**config.mk**
```make
export PLATFORM = sky130hd
export DESIGN_NAME = mc_main_control
export DESIGN_NICKNAME = d
export VERILOG_FILES = /design/src/rtl/mips_pkg.sv /design/src/rtl/mc_ctrl_decode.sv /design/src/rtl/mc_main_control.sv
export SDC_FILE = /design/constraint.sdc
export NUM_CORES = 1
export LEC_CHECK = 0
export BUFFER_PORTS_ARGS = -buffer_cell sky130_fd_sc_hd__buf_2
export CAP_MARGIN = 10
export CELL_PAD_IN_SITES_DETAIL_PLACEMENT = 0
export CELL_PAD_IN_SITES_GLOBAL_PLACEMENT = 1
export CORE_MARGIN = 3
export CORE_UTILIZATION = 36
export CTS_CLUSTER_SIZE = 12
export DETAILED_ROUTE_END_ITERATION = 12
export PLACE_DENSITY_LB_ADDON = 0.25
export REMOVE_ABC_BUFFERS = 1
export SETUP_SLACK_MARGIN = 0.05
export SYNTH_ARGS = -nofsm -noshare
export SYNTH_HDL_FRONTEND = slang
export SYNTH_HIERARCHICAL = 1
export SYNTH_SLANG_ARGS = --single-unit
```
**constraint.sdc**
```tcl
create_clock -name clk -period 2.6 [get_ports clk]
set_input_delay 0.52 -clock clk [delete_from_list [all_inputs] [get_ports clk]]
set_output_delay 0.52 -clock clk [all_outputs]
set_load 0.01 [all_outputs]
```
**src/rtl/mips_pkg.sv**
```systemverilog
// Shared encodings for the multicycle MIPS control path.
// Covers opcodes, ALUOp codes, mux selects, FSM states and the control word.
package mips_pkg;

  localparam logic [5:0] OP_RTYPE = 6'h00;
  localparam logic [5:0] OP_LW    = 6'h23;
  localparam logic [5:0] OP_SW    = 6'h2b;
  localparam logic [5:0] OP_BEQ   = 6'h04;
  localparam logic [5:0] OP_ADDI  = 6'h08;
  localparam logic [5:0] OP_J     = 6'h02;

  localparam logic [1:0] ALUOP_ADD   = 2'b00;
  localparam logic [1:0] ALUOP_SUB   = 2'b01;
  localparam logic [1:0] ALUOP_FUNCT = 2'b10;
  localparam logic [1:0] ALUOP_ADDI  = 2'b11;

  localparam logic [1:0] SRCB_REGB    = 2'b00;
  localparam logic [1:0] SRCB_FOUR    = 2'b01;
  localparam logic [1:0] SRCB_IMM     = 2'b10;
  localparam logic [1:0] SRCB_IMM_SH2 = 2'b11;

  localparam logic SRCA_PC   = 1'b0;
  localparam logic SRCA_REGA = 1'b1;

  localparam logic [1:0] PCSRC_ALU    = 2'b00;
  localparam logic [1:0] PCSRC_ALUOUT = 2'b01;
  localparam logic [1:0] PCSRC_JUMP   = 2'b10;

  typedef enum logic [3:0] {
    S_FETCH   = 4'd0,
    S_DECODE  = 4'd1,
    S_MEMADR  = 4'd2,
    S_MEMRD   = 4'd3,
    S_MEMWB   = 4'd4,
    S_MEMWR   = 4'd5,
    S_EXECUTE = 4'd6,
    S_ALUWB   = 4'd7,
    S_BRANCH  = 4'd8,
    S_ADDIEX  = 4'd9,
    S_ADDIWB  = 4'd10,
    S_JUMP    = 4'd11
  } state_t;

  typedef struct packed {
    logic       pc_en;
    logic       iord;
    logic       mem_write;
    logic       ir_write;
    logic       reg_dst;
    logic       mem_to_reg;
    logic       reg_write;
    logic       alu_src_a;
    logic [1:0] alu_src_b;
    logic [1:0] alu_op;
    logic [1:0] pc_src;
  } ctrl_t;

endpackage

```
**src/rtl/mc_ctrl_decode.sv**
```systemverilog
// Combinational control-word decode of the main FSM state.
// Only FETCH (mem_ready) and BRANCH (zero) look at anything besides the state.
module mc_ctrl_decode
  import mips_pkg::*;
(
  input  state_t state_i,
  input  logic   mem_ready_i,
  input  logic   zero_i,
  output ctrl_t  ctrl_o
);

  always_comb begin
    ctrl_o = '0;
    case (state_i)
      S_FETCH: begin
        ctrl_o.alu_src_b = SRCB_FOUR;
        ctrl_o.alu_op    = ALUOP_ADD;
        ctrl_o.pc_src    = PCSRC_ALU;
        ctrl_o.ir_write  = mem_ready_i;
        ctrl_o.pc_en     = mem_ready_i;
      end
      S_DECODE: begin
        ctrl_o.alu_src_a = SRCA_PC;
        ctrl_o.alu_src_b = SRCB_IMM_SH2;
        ctrl_o.alu_op    = ALUOP_ADD;
      end
      S_MEMADR: begin
        ctrl_o.alu_src_a = SRCA_REGA;
        ctrl_o.alu_src_b = SRCB_IMM;
        ctrl_o.alu_op    = ALUOP_ADD;
      end
      S_MEMRD: ctrl_o.iord = 1'b1;
      S_MEMWB: begin
        ctrl_o.mem_to_reg = 1'b1;
        ctrl_o.reg_write  = 1'b1;
      end
      // The write strobe stays up for the whole stall, including the completing cycle.
      S_MEMWR: begin
        ctrl_o.iord      = 1'b1;
        ctrl_o.mem_write = 1'b1;
      end
      S_EXECUTE: begin
        ctrl_o.alu_src_a = SRCA_REGA;
        ctrl_o.alu_src_b = SRCB_REGB;
        ctrl_o.alu_op    = ALUOP_FUNCT;
      end
      S_ALUWB: begin
        ctrl_o.reg_dst   = 1'b1;
        ctrl_o.reg_write = 1'b1;
      end
      S_BRANCH: begin
        ctrl_o.alu_src_a = SRCA_REGA;
        ctrl_o.alu_src_b = SRCB_REGB;
        ctrl_o.alu_op    = ALUOP_SUB;
        ctrl_o.pc_src    = PCSRC_ALUOUT;
        ctrl_o.pc_en     = zero_i;
      end
      S_ADDIEX: begin
        ctrl_o.alu_src_a = SRCA_REGA;
        ctrl_o.alu_src_b = SRCB_IMM;
        ctrl_o.alu_op    = ALUOP_ADDI;
      end
      S_ADDIWB: ctrl_o.reg_write = 1'b1;
      S_JUMP: begin
        ctrl_o.pc_src = PCSRC_JUMP;
        ctrl_o.pc_en  = 1'b1;
      end
      default: ctrl_o = '0;
    endcase
  end

endmodule

```
**src/rtl/mc_main_control.sv**
```systemverilog
// Main control FSM of the multicycle MIPS datapath: state/opcode registers and sequencing.
// Output decode lives in mc_ctrl_decode.
module mc_main_control
  import mips_pkg::*;
#(
  parameter bit USE_MEM_READY = 1'b1
) (
  input  logic       clk,
  input  logic       reset,
  input  logic [5:0] opcode,
  input  logic       zero,
  input  logic       mem_ready,
  output logic       pc_en,
  output logic       iord,
  output logic       mem_write,
  output logic       ir_write,
  output logic       reg_dst,
  output logic       mem_to_reg,
  output logic       reg_write,
  output logic       alu_src_a,
  output logic [1:0] alu_src_b,
  output logic [1:0] alu_op,
  output logic [1:0] pc_src,
  output logic       illegal_op
);

  state_t     state_q, state_d;
  state_t     decodeState;
  logic [5:0] op_q, op_d;
  logic       memRdy;
  logic       illegal;
  ctrl_t      ctrl;

  assign memRdy = USE_MEM_READY ? mem_ready : 1'b1;

  // While reset is held the outputs look like FETCH, whatever the old state was.
  assign decodeState = reset ? S_FETCH : state_q;

  mc_ctrl_decode u_decode (
    .state_i     (decodeState),
    .mem_ready_i (memRdy),
    .zero_i      (zero),
    .ctrl_o      (ctrl)
  );

  always_ff @(posedge clk) begin
    if (reset) begin
      state_q <= S_FETCH;
      op_q    <= '0;
    end else begin
      state_q <= state_d;
      op_q    <= op_d;
    end
  end

  always_comb begin
    state_d = S_FETCH;
    op_d    = op_q;
    illegal = 1'b0;
    case (state_q)
      S_FETCH:  state_d = memRdy ? S_DECODE : S_FETCH;
      S_DECODE: begin
        op_d = opcode;
        case (opcode)
          OP_LW, OP_SW: state_d = S_MEMADR;
          OP_RTYPE:     state_d = S_EXECUTE;
          OP_BEQ:       state_d = S_BRANCH;
          OP_ADDI:      state_d = S_ADDIEX;
          OP_J:         state_d = S_JUMP;
          default: begin
            state_d = S_FETCH;
            illegal = 1'b1;
          end
        endcase
      end
      // op_q, not the live IR field, picks load versus store.
      S_MEMADR:  state_d = (op_q == OP_LW) ? S_MEMRD : S_MEMWR;
      S_MEMRD:   state_d = memRdy ? S_MEMWB : S_MEMRD;
      S_MEMWR:   state_d = memRdy ? S_FETCH : S_MEMWR;
      S_EXECUTE: state_d = S_ALUWB;
      S_ADDIEX:  state_d = S_ADDIWB;
      default:   state_d = S_FETCH;
    endcase
  end

  assign pc_en      = ctrl.pc_en & ~reset;
  assign ir_write   = ctrl.ir_write & ~reset;
  assign illegal_op = illegal & ~reset;
  assign iord       = ctrl.iord;
  assign mem_write  = ctrl.mem_write;
  assign reg_dst    = ctrl.reg_dst;
  assign mem_to_reg = ctrl.mem_to_reg;
  assign reg_write  = ctrl.reg_write;
  assign alu_src_a  = ctrl.alu_src_a;
  assign alu_src_b  = ctrl.alu_src_b;
  assign alu_op     = ctrl.alu_op;
  assign pc_src     = ctrl.pc_src;

endmodule

```
======== Yosys cells after proc, flatten, opt, wreduce, memory -nomap -nowiden ========
Index checks and enable logic that the tools add are counted.
storage, ports and cells
  logic and storage cells ................. 56
  register bits after elaboration ......... 10
  input port bits ......................... 10
operators by class
  mux-type cells .......................... 19
  bitwise operators ....................... 4
  equal/unequal tests ..................... 23
  reduce and logical (&&, ||, !) cells .... 8
operators by type and width
  cell                                            count
  case mux 4 bit (7 select lines)                 1
  == test 4 x 3 -> 1 bit (second input constant)  6
  case mux 4 bit (6 select lines)                 1
  == test 4 bit (second input constant)           5
  case mux 4 bit (5 select lines)                 1
  == test 6 bit (second input constant)           3
  == test 4 x 2 -> 1 bit (second input constant)  4
  2-to-1 mux 1 bit                                10
  2-to-1 mux 3 bit                                3
  == test 4 x 1 -> 1 bit (second input constant)  2
  zero test 4 bit                                 2
  == test 6 x 2 -> 1 bit (second input constant)  1
  == test 6 x 3 -> 1 bit (second input constant)  1
  == test 6 x 4 -> 1 bit (second input constant)  1
  zero test 6 bit                                 1
  OR reduction 6 bit                              1
  2-to-1 mux 4 bit                                1
  case mux 2 bit (2 select lines)                 1
  OR reduction 2 bit                              2
  OR reduction 4 bit                              1
  bitwise AND 1 bit                               3
  case mux 1 bit (3 select lines)                 1
  OR reduction 3 bit                              1
  NOT 1 bit                                       1

======== Logic depth before layout (Yosys ltp) ========
  depth in word-level cells ............... 5
  gate-level depth with buffers ........... 6
  depth with buffers taken out ............ 4

======== By module ========
Netlist, hierarchy kept.
modules (own cells, without submodules)
  module           times used  cells each  seq. area each (µm²)  area an instance (µm²)
  mc_main_control  1           85          200.2                 665.6
  mc_ctrl_decode   1           29          0.0                   196.4

======== Least setup slack after synthesis ========
Ideal clock, no wire load.
  path kind ............................... input to output
  start point ............................. input port reset
  end point ............................... output port pc_en
  stages .................................. 5
  arrival time ............................ 1.758 ns
  path buffers ............................ 1
  data required time ...................... 2.080 ns
  setup slack ............................. 0.322 ns
  cells stage by stage .................... clkbuf_1 -> nor2b_1 -> or4b_1 -> a31oi_1 -> nor2b_1
RTL lines
  item                RTL line               RTL
  start: declaration  mc_main_control.sv:9   input logic reset,
  end: declaration    mc_main_control.sv:13  output logic pc_en,

==> load_flow_metrics.sql <==
INSERT INTO impl_metrics (metric_group, metric, value, unit) VALUES
('synthesis', 'post_synthesis_xor_xnor_area_fraction', '4.06', '%'),
('global_routing', 'track_usage', '14.5', '%'),
('timing', 'finalHoldViolations', '0', ''),
('power', 'power.density', '367', 'nW/um^2'),
('cts', 'clock_latency_of_the_later_clocked_register_in_the_worst_skew_pair', '0.26', 'ns'),
('synthesis', 'synth_adder_area_share', '0', '%'),
('drt', 'totalWireLength', '1.96', 'mm'),
('timing', 'final_max_slew_viol_count', '0', ''),
('cells_and_area', 'final_cell_mix', 'sky130_fd_sc_hd__buf_2 (24), sky130_fd_sc_hd__nand2_1 (14), sky130_fd_sc_hd__a21oi_1 (11), sky130_fd_sc_hd__dfxtp_1 (10), sky130_fd_sc_hd__nor2_1 (9)', ''),
('synthesis', 'post_synthesis_register_bit_count', '10', ''),
('cts', 'cts-root-buf', 'sky130_fd_sc_hd__clkbuf_4', ''),
('place', 'dp_hpwl', '1.53', 'mm'),
('global_routing', 'vias_in_the_first_global_route', '759', ''),
('drt', 'vias', '879', ''),
('cts', 'path_clk_slew', '0.07', 'ns'),
('cells_and_area', 'fin_nets', '148', ''),
('synthesis', 'synth-compound-area-share', '21.5', '%'),
('cts', 'numCtsBuffers', '3', ''),
('global_routing', 'grt_antenna_before_repair', '0', ''),
('cells_and_area', 'stdcell_area', '1010', 'sq um'),
('status', 'run_status', 'completed', ''),
('worst_hold_path', 'hold_path_class', 'flip-flop to flip-flop', ''),
('timing', 'worst-slew-pin-transition', '0.583', 'ns'),
('synthesis', 'synthesis.area_per_instance', '7.56', 'sq um'),
('flow_run', 'maxCapViolations', '0', ''),
('cells_and_area', 'drive_gt1_share', '27.0', '%'),
('die', 'dieHeight', '54.9', 'um'),
('synthesis', 'combinational_family_with_the_most_area_after_synthesis', 'simple AND/OR/NAND/NOR gates', ''),
('synthesis', 'synth_top_flop_cell', 'sky130_fd_sc_hd__dfxtp_1', ''),
('timing', 'rsz0062_at_grt', 'false', ''),
('cells_and_area', 'layout.cells.most_common', 'sky130_fd_sc_hd__buf_2', ''),
('global_routing', 'grt_start_max_net_pins', '13', ''),
('cts', 'tritoncts_num_sinks', '10', ''),
('cts', 'tritoncts_clock_tree', 'built', ''),
('synthesis', 'synth_seq_area_share', '23.2', '%'),
('timing', 'timing.final.crit_period', '2.36', 'ns'),
('die', 'top_level_ports', '25', ''),
('place', 'place.port_buffers', '24', ''),
('power', 'leakagePower', '0.403', 'nW'),
('timing', 'worst_slew_margin_rel', '60.8', '%'),
('synthesis', 'simple_gate_area_share_of_the_yosys_netlist', '42.2', '%'),
('global_routing', 'grtUsageMet3', '2.41', '%'),
('global_routing', 'overflow', '0', ''),
('timing', 'finalClockSkew', '0.00290', 'ns'),
('critical_path', 'sort_of_element_at_the_start_of_the_critical_path', 'flip-flop', ''),
('critical_path', 'critical_path.max_fanout', '10', ''),
('power', 'max-vdd-ir-drop', '0.170', 'mV'),
('cts', 'cts_buffer_depth', '2', ''),
('synthesis', 'mappedNetlistArea', '862', 'sq um'),
('critical_path', 'worst-endpoint-required', '2.08', 'ns'),
('place', 'dp_slack', '0.271', 'ns'),
('synthesis', 'synth-async-reset-ratio', '0', '%'),
('global_routing', 'globalRoute.busiestLayer', 'met2', ''),
('timing', 'highest_achievable_clock_rate', '424', 'MHz'),
('drt', 'remaining_drc_errors', '0', ''),
('place', 'placedInstanceArea', '972', 'sq um'),
('critical_path', 'critical_path_arrival', '1.84', 'ns'),
('drt', 'iter_0_drt_violations', '23', ''),
('synthesis', 'synth_mux_area_share', '1.16', '%'),
('timing', 'setup_ws', '0.242', 'ns'),
('die', 'effective_utilization_at_floorplan', '38.6', '%'),
('place', 'final_estimated_routing_congestion_in_global_placement', '0.768', ''),
('synthesis', 'synth_edf_count', '0', ''),
('timing', 'final_worst_path_cycle_share', '90.7', '%'),
('drt', 'routedWlPerCell', '11.8', 'um'),
('drt', 'ant_nets', '0', ''),
('critical_path', 'timing.setup.critical_path_class', 'flip-flop to output port', ''),
('die', 'placement_rows', '17', ''),
('global_routing', 'grt_util_met1', '19.0', '%'),
('critical_path', 'timing.critical_path.to_type', 'output port', ''),
('die', 'die_width', '54.9', 'um');
metal layers:
metal | share of wire, % | vias up
li1 | - | 456
met5 | 0 | -
met4 | 1.2 | 0
met1 | 47 | 384
met2 | 43 | 35
met3 | 8.7 | 4
final timing paths:
check | startpoint | endpoint | slack [ns] | depth (start not counted)
setup / recovery | state_q[3] | pc_en | 0.24 | 5
hold / removal | op_q[4] | op_q[4] | 0.47 | 2
setup reg to reg | state_q[3] | state_q[2] | 0.94 | 4
hold reg to reg | op_q[4] | op_q[4] | 0.47 | 2
synthesized netlist by cell type (all sizes together), types with 2 or more instances:
master | n | area share [%]
a21oi | 11 | 6.4
nor3b | 2 | 1.7
nor4b | 3 | 4.8
nor2 | 9 | 3.9
nor2b | 8 | 5.8
o22ai | 2 | 1.5
nor3 | 7 | 4.1
dfxtp | 10 | 23
xor2 | 3 | 3.0
o21ai | 4 | 2.3
clkbuf | 3 | 1.3
buf | 5 | 6.5
nand2b | 8 | 6.1
nand2 | 14 | 6.1
a31oi | 2 | 1.5
or4b | 2 | 2.8
nand3 | 4 | 2.3
through the flow:
stage / utilization (%) / hold WS (ns) / power [mW] / std cells
6_report: 45.4 / 0.465 / 0.372 / 165
5_1_grt: 45.4 / 0.498 / 0.389 / 165
3_5_place_dp: 43.5 / 0.453 / 0.236 / 161
2_1_floorplan: - / 0.426 / 0.206 / 106
4_1_cts: 45.2 / 0.462 / 0.375 / 165
3_3_place_gp: 43.5 / 0.445 / 0.235 / 161
worst max-delay path, cell delays in order, from the launching register on:
cell and delay (ns):
sky130_fd_sc_hd__dfxtp_1 0.41, sky130_fd_sc_hd__nor2b_2 0.25, sky130_fd_sc_hd__or4b_1 0.52, sky130_fd_sc_hd__a31oi_1 0.12, sky130_fd_sc_hd__nor2b_1 0.14, sky130_fd_sc_hd__buf_2 0.13
registers in the layout (all words and copies together), names as in the netlist:
| register | count |
|---|---|
| op_q | 6 |
| state_q | 4 |
power breakdown:
group | switching, mW | internal (mW) | total [mW]
Combinational | 0.0382 | 0.0294 | 0.0676
Sequential | 0.00554 | 0.159 | 0.165
Clock | 0.0542 | 0.0850 | 0.139
Total | 0.0979 | 0.274 | 0.372
logic make-up after synthesis:
group	Yosys count
xor+xnor	4
flops	10
mux	1
buf+inv	8
compound gates	29
simple gates	62
repair_timing:
item | in CTS | in global routing
hold endpoints to repair | 0 | 0
setup buffers | 0 | 0
resized for setup | 0 | 2
endpoints found under the setup margin | 0 | 3
final cells by class:
class | instances | area, sq um
clock buffers | 4 | 36.3
flip-flops and latches | 10 | 200
fillers | 253 | 1220
multi-input cells | 96 | 599
repair buffers | 27 | 143
well taps | 28 | 35.0
No activity file was read; power rests on OpenSTA's default activity.
